<file path="src/rtl/segment_scan_pkg.sv">
// rtl/segment_scan_pkg.sv - shared types and helpers for the segment scan engine
package segment_scan_pkg;

    typedef enum logic [2:0] {
        IDLE,
        LOAD,
        SHIFT,
        LATCH,
        HOLD
    } scan_state_t;

    localparam int PWM_PERIOD = 16;

    function automatic int shift_len(input int seg_width, input int num_digits);
        return (seg_width > num_digits) ? seg_width : num_digits;
    endfunction

endpackage

</file>
<file path="src/rtl/shift595_serializer.sv">
// rtl/shift595_serializer.sv - shift-clock/latch timing shared by the segment and digit chains
module shift595_serializer #(
    parameter int SHIFT_LEN = 8,
    parameter int CLK_DIV   = 4
) (
    input  logic clock,
    input  logic reset_n,
    input  logic load,
    input  logic shifting,
    input  logic latching,
    output logic srclk,
    output logic rclk,
    output logic shift_step,
    output logic shift_last,
    output logic latch_last
);

    localparam int PW = (CLK_DIV > 1) ? $clog2(CLK_DIV) : 1;
    localparam int BW = (SHIFT_LEN > 1) ? $clog2(SHIFT_LEN) : 1;

    logic [PW-1:0] phase_q;
    logic [BW-1:0] bit_q;
    logic          high_q;
    logic          rclk_q;
    logic          phase_end;

    assign phase_end  = (phase_q == PW'(CLK_DIV - 1));
    assign shift_step = shifting && high_q && phase_end;
    assign shift_last = shift_step && (bit_q == '0);
    assign latch_last = latching && phase_end;
    assign srclk      = high_q;
    assign rclk       = rclk_q;

    // high_q is itself the shift clock, so srclk comes straight from a flop
    always_ff @(posedge clock or negedge reset_n) begin
        if (!reset_n) begin
            phase_q <= '0;
            bit_q   <= '0;
            high_q  <= 1'b0;
            rclk_q  <= 1'b0;
        end else begin
            rclk_q <= shift_last || (latching && !latch_last);
            if (load) begin
                phase_q <= '0;
                bit_q   <= BW'(SHIFT_LEN - 1);
                high_q  <= 1'b0;
            end else if (shifting || latching) begin
                phase_q <= phase_end ? '0 : phase_q + PW'(1);
                if (shifting && phase_end) begin
                    high_q <= ~high_q;
                end
                if (shift_step && (bit_q != '0)) begin
                    bit_q <= bit_q - BW'(1);
                end
            end
        end
    end

endmodule

</file>
<file path="src/rtl/segment_scan_driver.sv">
// rtl/segment_scan_driver.sv - multiplexed 7-segment scan engine over two 595-style chains
// Optional brightness PWM during HOLD when SEGMENT_SCAN_PWM_EN is defined.
module segment_scan_driver
    import segment_scan_pkg::*;
#(
    parameter int NUM_DIGITS     = 8,
    parameter int SEG_WIDTH      = 8,
    parameter int CLK_DIV        = 4,
    parameter int DIGIT_HOLD     = 1024,
    parameter int SEG_ACTIVE_LOW = 0,
    parameter int COM_ACTIVE_LOW = 0
) (
    input  logic                              clock,
    input  logic                              reset_n,
    input  logic                              enable,
    input  logic                              wr_en,
    input  logic [$clog2(NUM_DIGITS+1)-1:0]   wr_digit,
    input  logic [SEG_WIDTH-1:0]              wr_segments,
    input  logic [3:0]                        brightness,
    output logic                              seg_ser,
    output logic                              seg_srclk,
    output logic                              seg_rclk,
    output logic                              seg_oe,
    output logic                              com_ser,
    output logic                              com_srclk,
    output logic                              com_rclk,
    output logic                              com_oe,
    output logic                              frame_done
);

    localparam int SHIFT_LEN = shift_len(SEG_WIDTH, NUM_DIGITS);
    localparam int DW        = $clog2(NUM_DIGITS);
    localparam int WDW       = $clog2(NUM_DIGITS + 1);
    localparam int HW        = $clog2(DIGIT_HOLD);
    localparam logic [HW-1:0] H_LAST = HW'(DIGIT_HOLD - 1);
    localparam logic [DW-1:0] D_LAST = DW'(NUM_DIGITS - 1);

    scan_state_t            state_q, state_d;
    logic [HW-1:0]          h_q, h_d;
    logic [DW-1:0]          digit_q, digit_d;
    logic                   frame_q, frame_d;
    logic                   oe_q, lit;
    logic [SEG_WIDTH-1:0]   ram [NUM_DIGITS];
    logic [SHIFT_LEN-1:0]   seg_sr, com_sr, seg_load, com_load;
    logic [SEG_WIDTH-1:0]   seg_pat;
    logic [NUM_DIGITS-1:0]  com_pat;
    logic                   srclk, rclk, shift_step, shift_last, latch_last;

    shift595_serializer #(
        .SHIFT_LEN (SHIFT_LEN),
        .CLK_DIV   (CLK_DIV)
    ) u_serializer (
        .clock      (clock),
        .reset_n    (reset_n),
        .load       (state_q == LOAD),
        .shifting   (state_q == SHIFT),
        .latching   (state_q == LATCH),
        .srclk      (srclk),
        .rclk       (rclk),
        .shift_step (shift_step),
        .shift_last (shift_last),
        .latch_last (latch_last)
    );

    // Out-of-range indices are dropped rather than aliased onto a real digit
    always_ff @(posedge clock or negedge reset_n) begin
        if (!reset_n) begin
            for (int i = 0; i < NUM_DIGITS; i++) begin
                ram[i] <= '0;
            end
        end else if (wr_en && (wr_digit < WDW'(NUM_DIGITS))) begin
            ram[wr_digit[DW-1:0]] <= wr_segments;
        end
    end

    always_comb begin
        seg_pat = ram[digit_q];
        com_pat = NUM_DIGITS'(1) << digit_q;
        if (SEG_ACTIVE_LOW != 0) begin
            seg_pat = ~seg_pat;
        end
        if (COM_ACTIVE_LOW != 0) begin
            com_pat = ~com_pat;
        end
        seg_load = SHIFT_LEN'(seg_pat);
        com_load = SHIFT_LEN'(com_pat);
    end

    always_comb begin
        state_d = state_q;
        h_d     = h_q;
        digit_d = digit_q;
        frame_d = 1'b0;
        case (state_q)
            IDLE:  if (enable) state_d = LOAD;
            LOAD:  state_d = SHIFT;
            SHIFT: if (shift_last) state_d = LATCH;
            LATCH: begin
                if (latch_last) begin
                    state_d = HOLD;
                    h_d     = '0;
                end
            end
            HOLD: begin
                h_d = h_q + HW'(1);
                if (h_q == H_LAST) begin
                    h_d     = '0;
                    digit_d = (digit_q == D_LAST) ? '0 : digit_q + DW'(1);
                    frame_d = (digit_q == D_LAST);
                    state_d = enable ? LOAD : IDLE;
                end
            end
            default: state_d = IDLE;
        endcase
    end

`ifdef SEGMENT_SCAN_PWM_EN
    always_comb begin
        lit = (state_d == HOLD) && ((32'(h_d) % PWM_PERIOD) < 32'(brightness));
    end
`else
    logic unused_brightness;
    assign unused_brightness = ^brightness;
    always_comb begin
        lit = (state_d == HOLD);
    end
`endif

    // The chain vectors shift out MSB first and back-fill with zeros
    always_ff @(posedge clock or negedge reset_n) begin
        if (!reset_n) begin
            state_q <= IDLE;
            h_q     <= '0;
            digit_q <= '0;
            frame_q <= 1'b0;
            oe_q    <= 1'b1;
            seg_sr  <= '0;
            com_sr  <= '0;
        end else begin
            state_q <= state_d;
            h_q     <= h_d;
            digit_q <= digit_d;
            frame_q <= frame_d;
            oe_q    <= ~lit;
            if (state_q == LOAD) begin
                seg_sr <= seg_load;
                com_sr <= com_load;
            end else if (shift_step) begin
                seg_sr <= seg_sr << 1;
                com_sr <= com_sr << 1;
            end
        end
    end

    assign seg_ser    = seg_sr[SHIFT_LEN-1];
    assign com_ser    = com_sr[SHIFT_LEN-1];
    assign seg_srclk  = srclk;
    assign com_srclk  = srclk;
    assign seg_rclk   = rclk;
    assign com_rclk   = rclk;
    assign seg_oe     = oe_q;
    assign com_oe     = oe_q;
    assign frame_done = frame_q;

endmodule
</file>
<file path="config.mk">
export PLATFORM = sky130hd
export DESIGN_NAME = segment_scan_driver
export DESIGN_NICKNAME = d
export VERILOG_FILES = /design/src/rtl/segment_scan_pkg.sv /design/src/rtl/shift595_serializer.sv /design/src/rtl/segment_scan_driver.sv
export SDC_FILE = /design/constraint.sdc
export NUM_CORES = 1
export LEC_CHECK = 0
export BUFFER_PORTS_ARGS = -buffer_cell sky130_fd_sc_hd__clkbuf_2
export CELL_PAD_IN_SITES_DETAIL_PLACEMENT = 1
export CELL_PAD_IN_SITES_GLOBAL_PLACEMENT = 1
export CORE_UTILIZATION = 40
export CTS_CLUSTER_DIAMETER = 100
export CTS_CLUSTER_SIZE = 30
export DETAILED_ROUTE_END_ITERATION = 10
export GPL_TIMING_DRIVEN = 0
export PLACE_DENSITY = 0.65
export SLEW_MARGIN = 25
export SYNTH_ARGS = -nofsm -noshare
export SYNTH_HDL_FRONTEND = slang
export SYNTH_HIERARCHICAL = 1
export SYNTH_SLANG_ARGS = --single-unit
export TNS_END_PERCENT = 50
</file>
<file path="constraint.sdc">
create_clock -name clock -period 2.7 [get_ports clock]
set_input_delay 0.135 -clock clock [delete_from_list [all_inputs] [get_ports clock]]
set_output_delay 0.135 -clock clock [all_outputs]
set_load 0.01 [all_outputs]
</file>
* Word level (Yosys, flattened, before mapping) *
Index checks and enable logic that the tools add are counted.

storage, ports and cells
  flip-flop bits (word level) = 105
  input bits = 20
  output and inout bits = 9
  logic and storage cells = 96

operators by class
  add/sub/neg operators = 4
  order comparisons = 4
  equality and inequality tests = 9
  shift operators = 1
  muxes and demuxes = 31
  bitwise logic cells = 4
  reductions and logical operators = 24

operators by type and width
  operator                                                     number
  bitwise mux 64 bit                                           1
  two-way mux 8 bit                                            7
  binary-select mux 8 bit (select 3 bit)                       1
  demux 8 bit (select 3 bit)                                   1
  two-way mux 3 bit                                            8
  two-way mux 10 bit                                           2
  one-hot mux 10 bit (2 select lines)                          1
  one-hot mux 3 bit (5 select lines)                           1
  adder 10 x 1 -> 10 bit (second input constant)               1
  == test 10 bit (second input constant)                       1
  nonzero test 2 bit                                           5
  == test 3 bit (second input constant)                        3
  logical AND 1 bit                                            9
  greater-or-equal comparator 4 bit (second input constant)    2
  inverter 3 -> 4 bit                                          2
  AND reduction 2 bit                                          4
  left shift 1 x 3 -> 8 bit (first input constant)             1
  == test 3 x 2 -> 1 bit (second input constant)               2
  logical NOT 3 bit                                            2
  two-way mux 1 bit                                            6
  two-way mux 2 bit                                            3
  less-than comparator 4 x 1 -> 1 bit (second input constant)  1
  less-than comparator 4 bit (second input constant)           1
  adder 3 x 1 -> 3 bit (second input constant)                 1
  other kinds (9)                                              11

* Depth between registers and ports, before layout *
  word-level depth = 8
  mapped depth = 8
  mapped depth without buffers = 6

* Hierarchy *
Netlist, hierarchy kept.

modules (own cells, without submodules)
  module               times used  cells each  area each (sq um)  seq. area each (sq um)
  segment_scan_driver  1           346         4677.0             2453.6
  shift595_serializer  1           39          362.8              175.2

* Least setup slack after synthesis *
Ideal clock, no wire load.

  kind = reg2reg
  start = register state_q[1]
  end = register seg_sr[3]
  arrival time = 1972 ps
  data required time = 2571 ps
  path slack = 599 ps
  stages on the path, launching flop included = 9
  path buffers = 2
  period minus slack after synthesis = 2101 ps
  cells stage by stage = dfrtp_1 > clkbuf_2 > nor3b_1 > nand3_1 > inv_1 > buf_1 > nor2b_1 > a211oi_1 > a21oi_1

between the ends
  cells in the longest elaborated chain, start to end = 4
  elaborated cells between the ends (all ways) = 6

ends and longest elaborated chain
  what                                 RTL line                    source
  from (decl)                          segment_scan_driver.sv:38   scan_state_t state_q, state_d;
  from (signal assigned)               segment_scan_driver.sv:140  state_q <= state_d;
  == test 3 x 2 -> 1 bit               segment_scan_driver.sv:56   .shifting (state_q == SHIFT),
  logical AND 1 bit (2 in series)      shift595_serializer.sv:28   assign shift_step = shifting && high_q && phase_end;
  named net shift_step                 segment_scan_driver.sv:47   logic srclk, rclk, shift_step, shift_last, latch_last;
  nonzero test 2 bit (no source line)  --
  to (signal assigned)                 segment_scan_driver.sv:146  seg_sr <= seg_load;
  to (signal assigned)                 segment_scan_driver.sv:149  seg_sr <= seg_sr << 1;
  to (decl)                            segment_scan_driver.sv:44   logic [SHIFT_LEN-1:0] seg_sr, com_sr, seg_load, com_load;

The timed path passes the listed nets, and every way through them passes these cells.
A chain may end at the register's enable or synchronous reset.

* Final worst setup path *
  start = register state_q[1]
  end = register com_sr[6]

between the ends
  cells in the longest elaborated chain, start to end = 4
  elaborated cells between the ends (all ways) = 6

ends and longest elaborated chain
  what                                 RTL line                    source
  == test 3 x 2 -> 1 bit               segment_scan_driver.sv:56
  logical AND 1 bit (2 in series)      shift595_serializer.sv:28
  named net shift_step                 segment_scan_driver.sv:47
  nonzero test 2 bit (no source line)  --
  to (signal assigned)                 segment_scan_driver.sv:147  com_sr <= com_load;
  to (signal assigned)                 segment_scan_driver.sv:150  com_sr <= com_sr << 1;
  to (decl)                            segment_scan_driver.sv:44

The timed path passes the listed nets, and every way through them passes these cells.

==> results.py <==
metrics = {
    "logic_synthesis": {
        "yosysMostFrequentCell": "dfrtp_1",
        "synthArstFlopShare": 1.000,
        "ys_warn_count": 6,
        "synth.avg_cell_area_um2": 13.09,
        "ys_seq_area_frac": 0.5216,
        "yosys_most_used_dff": "dfrtp_1",
        "synth_area_leaders": "dfrtp_1 (52%), mux2_2 (15%), mux4_2 (7.1%), mux2i_1 (3.0%), ha_1 (2.5%)",
        "synth_edf_count": 0,
        "postSynthCellCount": 385,
        "yosys.area.top_type": "dfrtp_1",
        "ys_ff_latch": 105,
        "synth_common_cells": "dfrtp_1 (104), mux2_2 (65), o21ai_0 (19)",
        "synth_cell_types": 53,
        "syn_area_mm2": 0.005040,
        "synth.net_count": 415,
        "synth.top_cell.area_share": 0.5164,
    },
    "hold_path": {
        "hold_class": "in2reg",
    },
    "timing": {
        "worst_pin_slew_ns": 0.8763,
        "finalCritPeriodShare": 0.8727,
        "fmax_mhz": 424.4,
        "timing.final.crit_period_ns": 2.356,
        "rsz0062_at_grt": "no",
        "slew_viol_final": 0,
        "fin_worst_skew_ns": 0.009976,
        "relSlewSlack": 0.4133,
        "setup_viol": 0,
        "final_hold_viol_count": 0,
    },
    "global_routing": {
        "antenna_found_initial": 0,
        "grt_max_degree": 69,
        "grt_first_pass_wirelength_um": 18310,
        "track_usage": 0.1881,
        "grt_pass1_vias": 3416,
        "grt-ovfl-total": 0,
    },
    "place": {
        "port_buffers": 22,
        "dpl.hpwl_um": 7416,
        "dp.cells": 576,
        "gp_congestion": 0.7287,
    },
    "detailed_routing": {
        "drtIter0Drc": 101,
        "dr_wl_met2_um": 5432,
        "routed_wl_um": 10850,
        "post-route-drc-count": 0,
        "vias_per_cell": 5.300,
        "dr.pass1.iters": 4,
        "wl_met3_um": 293,
        "antenna_left": 0,
        "wl_per_cell_um": 18.30,
        "top_layer": "met4",
        "vias": 3143,
        "drt-met1-wl_um": 5001,
    },
    "final_layout": {
        "syn_to_final_growth_pct": 13.03,
        "num-fill-cells": 1293,
        "antenna_cells": 0,
        "drive_above_1_share": 0.3553,
        "finalNetCount": 450,
        "final-instance-count-excl-fill": 593,
    },
    "floorplan": {
        "rows": 40,
        "core-area_mm2": 0.01216,
        "initial_utilization": 0.4144,
        "pin_count": 29,
        "die_y_um": 114.2,
        "die_x_um": 114.2,
        "die_area_mm2": 0.01305,
    },
    "critical_path": {
        "cp_data_arrival_time_ns": 2.58,
        "worstSetupEndpointType": "register",
        "critPathKind": "reg2reg",
        "cp_max_fo": 10,
        "critPathLaunchType": "register",
        "crit_required_ns": 2.92,
    },
    "outcome": {
        "status": "finished, final reports clean",
    },
    "clock_tree": {
        "cts_setup_buffers": 0,
        "clockBufferDepth": 2,
        "root_buffer": "clkbuf_16",
        "clock_latency_ns": 0.35,
        "h-tree-depth": 3,
        "cts.sink_count": 105,
        "clk_pin_slew_ns": 0.07,
        "cts_buffers": 9,
        "cts_tree": "yes",
    },
    "pwr": {
        "peakVddDrop_mv": 0.4779,
        "p_per_area_mw_per_mm2": 784.7,
        "power_mw": 4.470,
        "p_leak_nw": 2.532,
    },
    "run": {
        "maxCapViolCount": 0,
    },
}
==> per-layer routing <==
metal  vias to the layer above  global-route usage
met5                         -                   0
li1                       1484                   -
met4                         0             0.04675
met2                        26              0.3172
met3                        12             0.04817
met1                      1621              0.2424
==> metrics by stage <==
step / worst slack (ns) / cell area (um^2) / TNS (ns) / utilization / hold WS (ns)
finish: 0.3437 / 5697 / 0 / 0.4684 / 0.1315
global route: 0.09469 / 5697 / 0 / 0.4684 / 0.1427
detailed placement: -0.05042 / 5396 / -0.1161 / 0.4437 / 0.07458
CTS: 0.1900 / 5695 / 0 / 0.4683 / 0.1193
floorplan: 0.5989 / 5040 / 0 / - / -0.1606
global placement: 0.04226 / 5360 / 0 / 0.4407 / 0.4776
==> final cells by class <==
class | instances | area (um^2) | share of cell area
sequential | 105 | 2629 | 0.4615
inverter | 12 | 45.04 | 0.007907
tap | 168 | 210.2 | 0.03690
multi-input combinational | 247 | 2251 | 0.3951
clock buffer | 12 | 246.5 | 0.04327
clock inverter | 4 | 37.54 | 0.006589
timing repair buffer | 24 | 156.4 | 0.02745
buffer | 21 | 121.4 | 0.02130
==> layout by cell type (no fill, tap or decap), types with 9 or more instances in the layout <==
cell	instances
nand2_1	18
ha_1	10
a21oi_1	13
mux4_2	16
clkbuf_2	23
nor2_1	10
mux2_2	65
mux2i_1	15
clkbuf_16	9
nand3_1	17
dfrtp_1	104
o21ai_0	19
inv_1	12
==> final timing paths <==
check | cells after the start | slack, ns | end | start
max | 7 | 0.34 | com_sr[6] | state_q[1]
min | 2 | 0.13 | ram[5] | wr_segments[5]
max reg2reg | 7 | 0.34 | com_sr[6] | state_q[1]
min reg2reg | 1 | 0.51 | ram[24] | ram[24]
max in group asynchronous | 3 | 1.81 | ram[53] | reset_n
min in group asynchronous | 2 | 0.27 | state_q[2] | reset_n
==> registers in the layout, summed over array words and instances, names as in the netlist, 2 cells and up <==
| name | count |
|---|---|
| seg_sr | 8 |
| digit_q | 3 |
| u_serializer/bit_q | 3 |
| ram | 64 |
| state_q | 3 |
| com_sr | 8 |
| u_serializer/phase_q | 2 |
| h_q | 10 |
==> critical path: stages (launching register included) <==
cell	delay [ns]
dfrtp_1	0.33
clkbuf_2	0.21
nor3b_2	0.39
nand3_1	0.27
inv_1	0.22
clkbuf_1	0.47
mux2i_1	0.24
o21ai_0	0.09
==> cells by family (layout without fill, tap and decap cells) <==
| group | count (synthesis) | count (layout) | synth area share |
|---|---|---|---|
| flip-flops | 105 | 105 | 0.5216 |
| multiplexers | 96 | 96 | 0.2465 |
| AND/OR/NAND/NOR | 87 | 87 | 0.1040 |
| AO/OA/AOI/OAI | 53 | 53 | 0.06852 |
| buffers and inverters | 33 | 73 | 0.03277 |
| adder cells (fa/ha/maj) | 10 | 10 | 0.02483 |
| XOR/XNOR | 1 | 1 | 0.001738 |
==> where the power goes <==
part | internal (mW) | total [mW] | switching [mW]
Clock | 0.663 | 1.26 | 0.592
Sequential | 1.96 | 2.18 | 0.217
Combinational | 0.541 | 1.03 | 0.492
==> timing repair <==
action	in CTS	in global routing
hold endpoints to repair	37	0
hold buffers	1	0
setup endpoints to repair	8	1
gates resized for setup	1	1
Power figures use the tool's default switching activity.
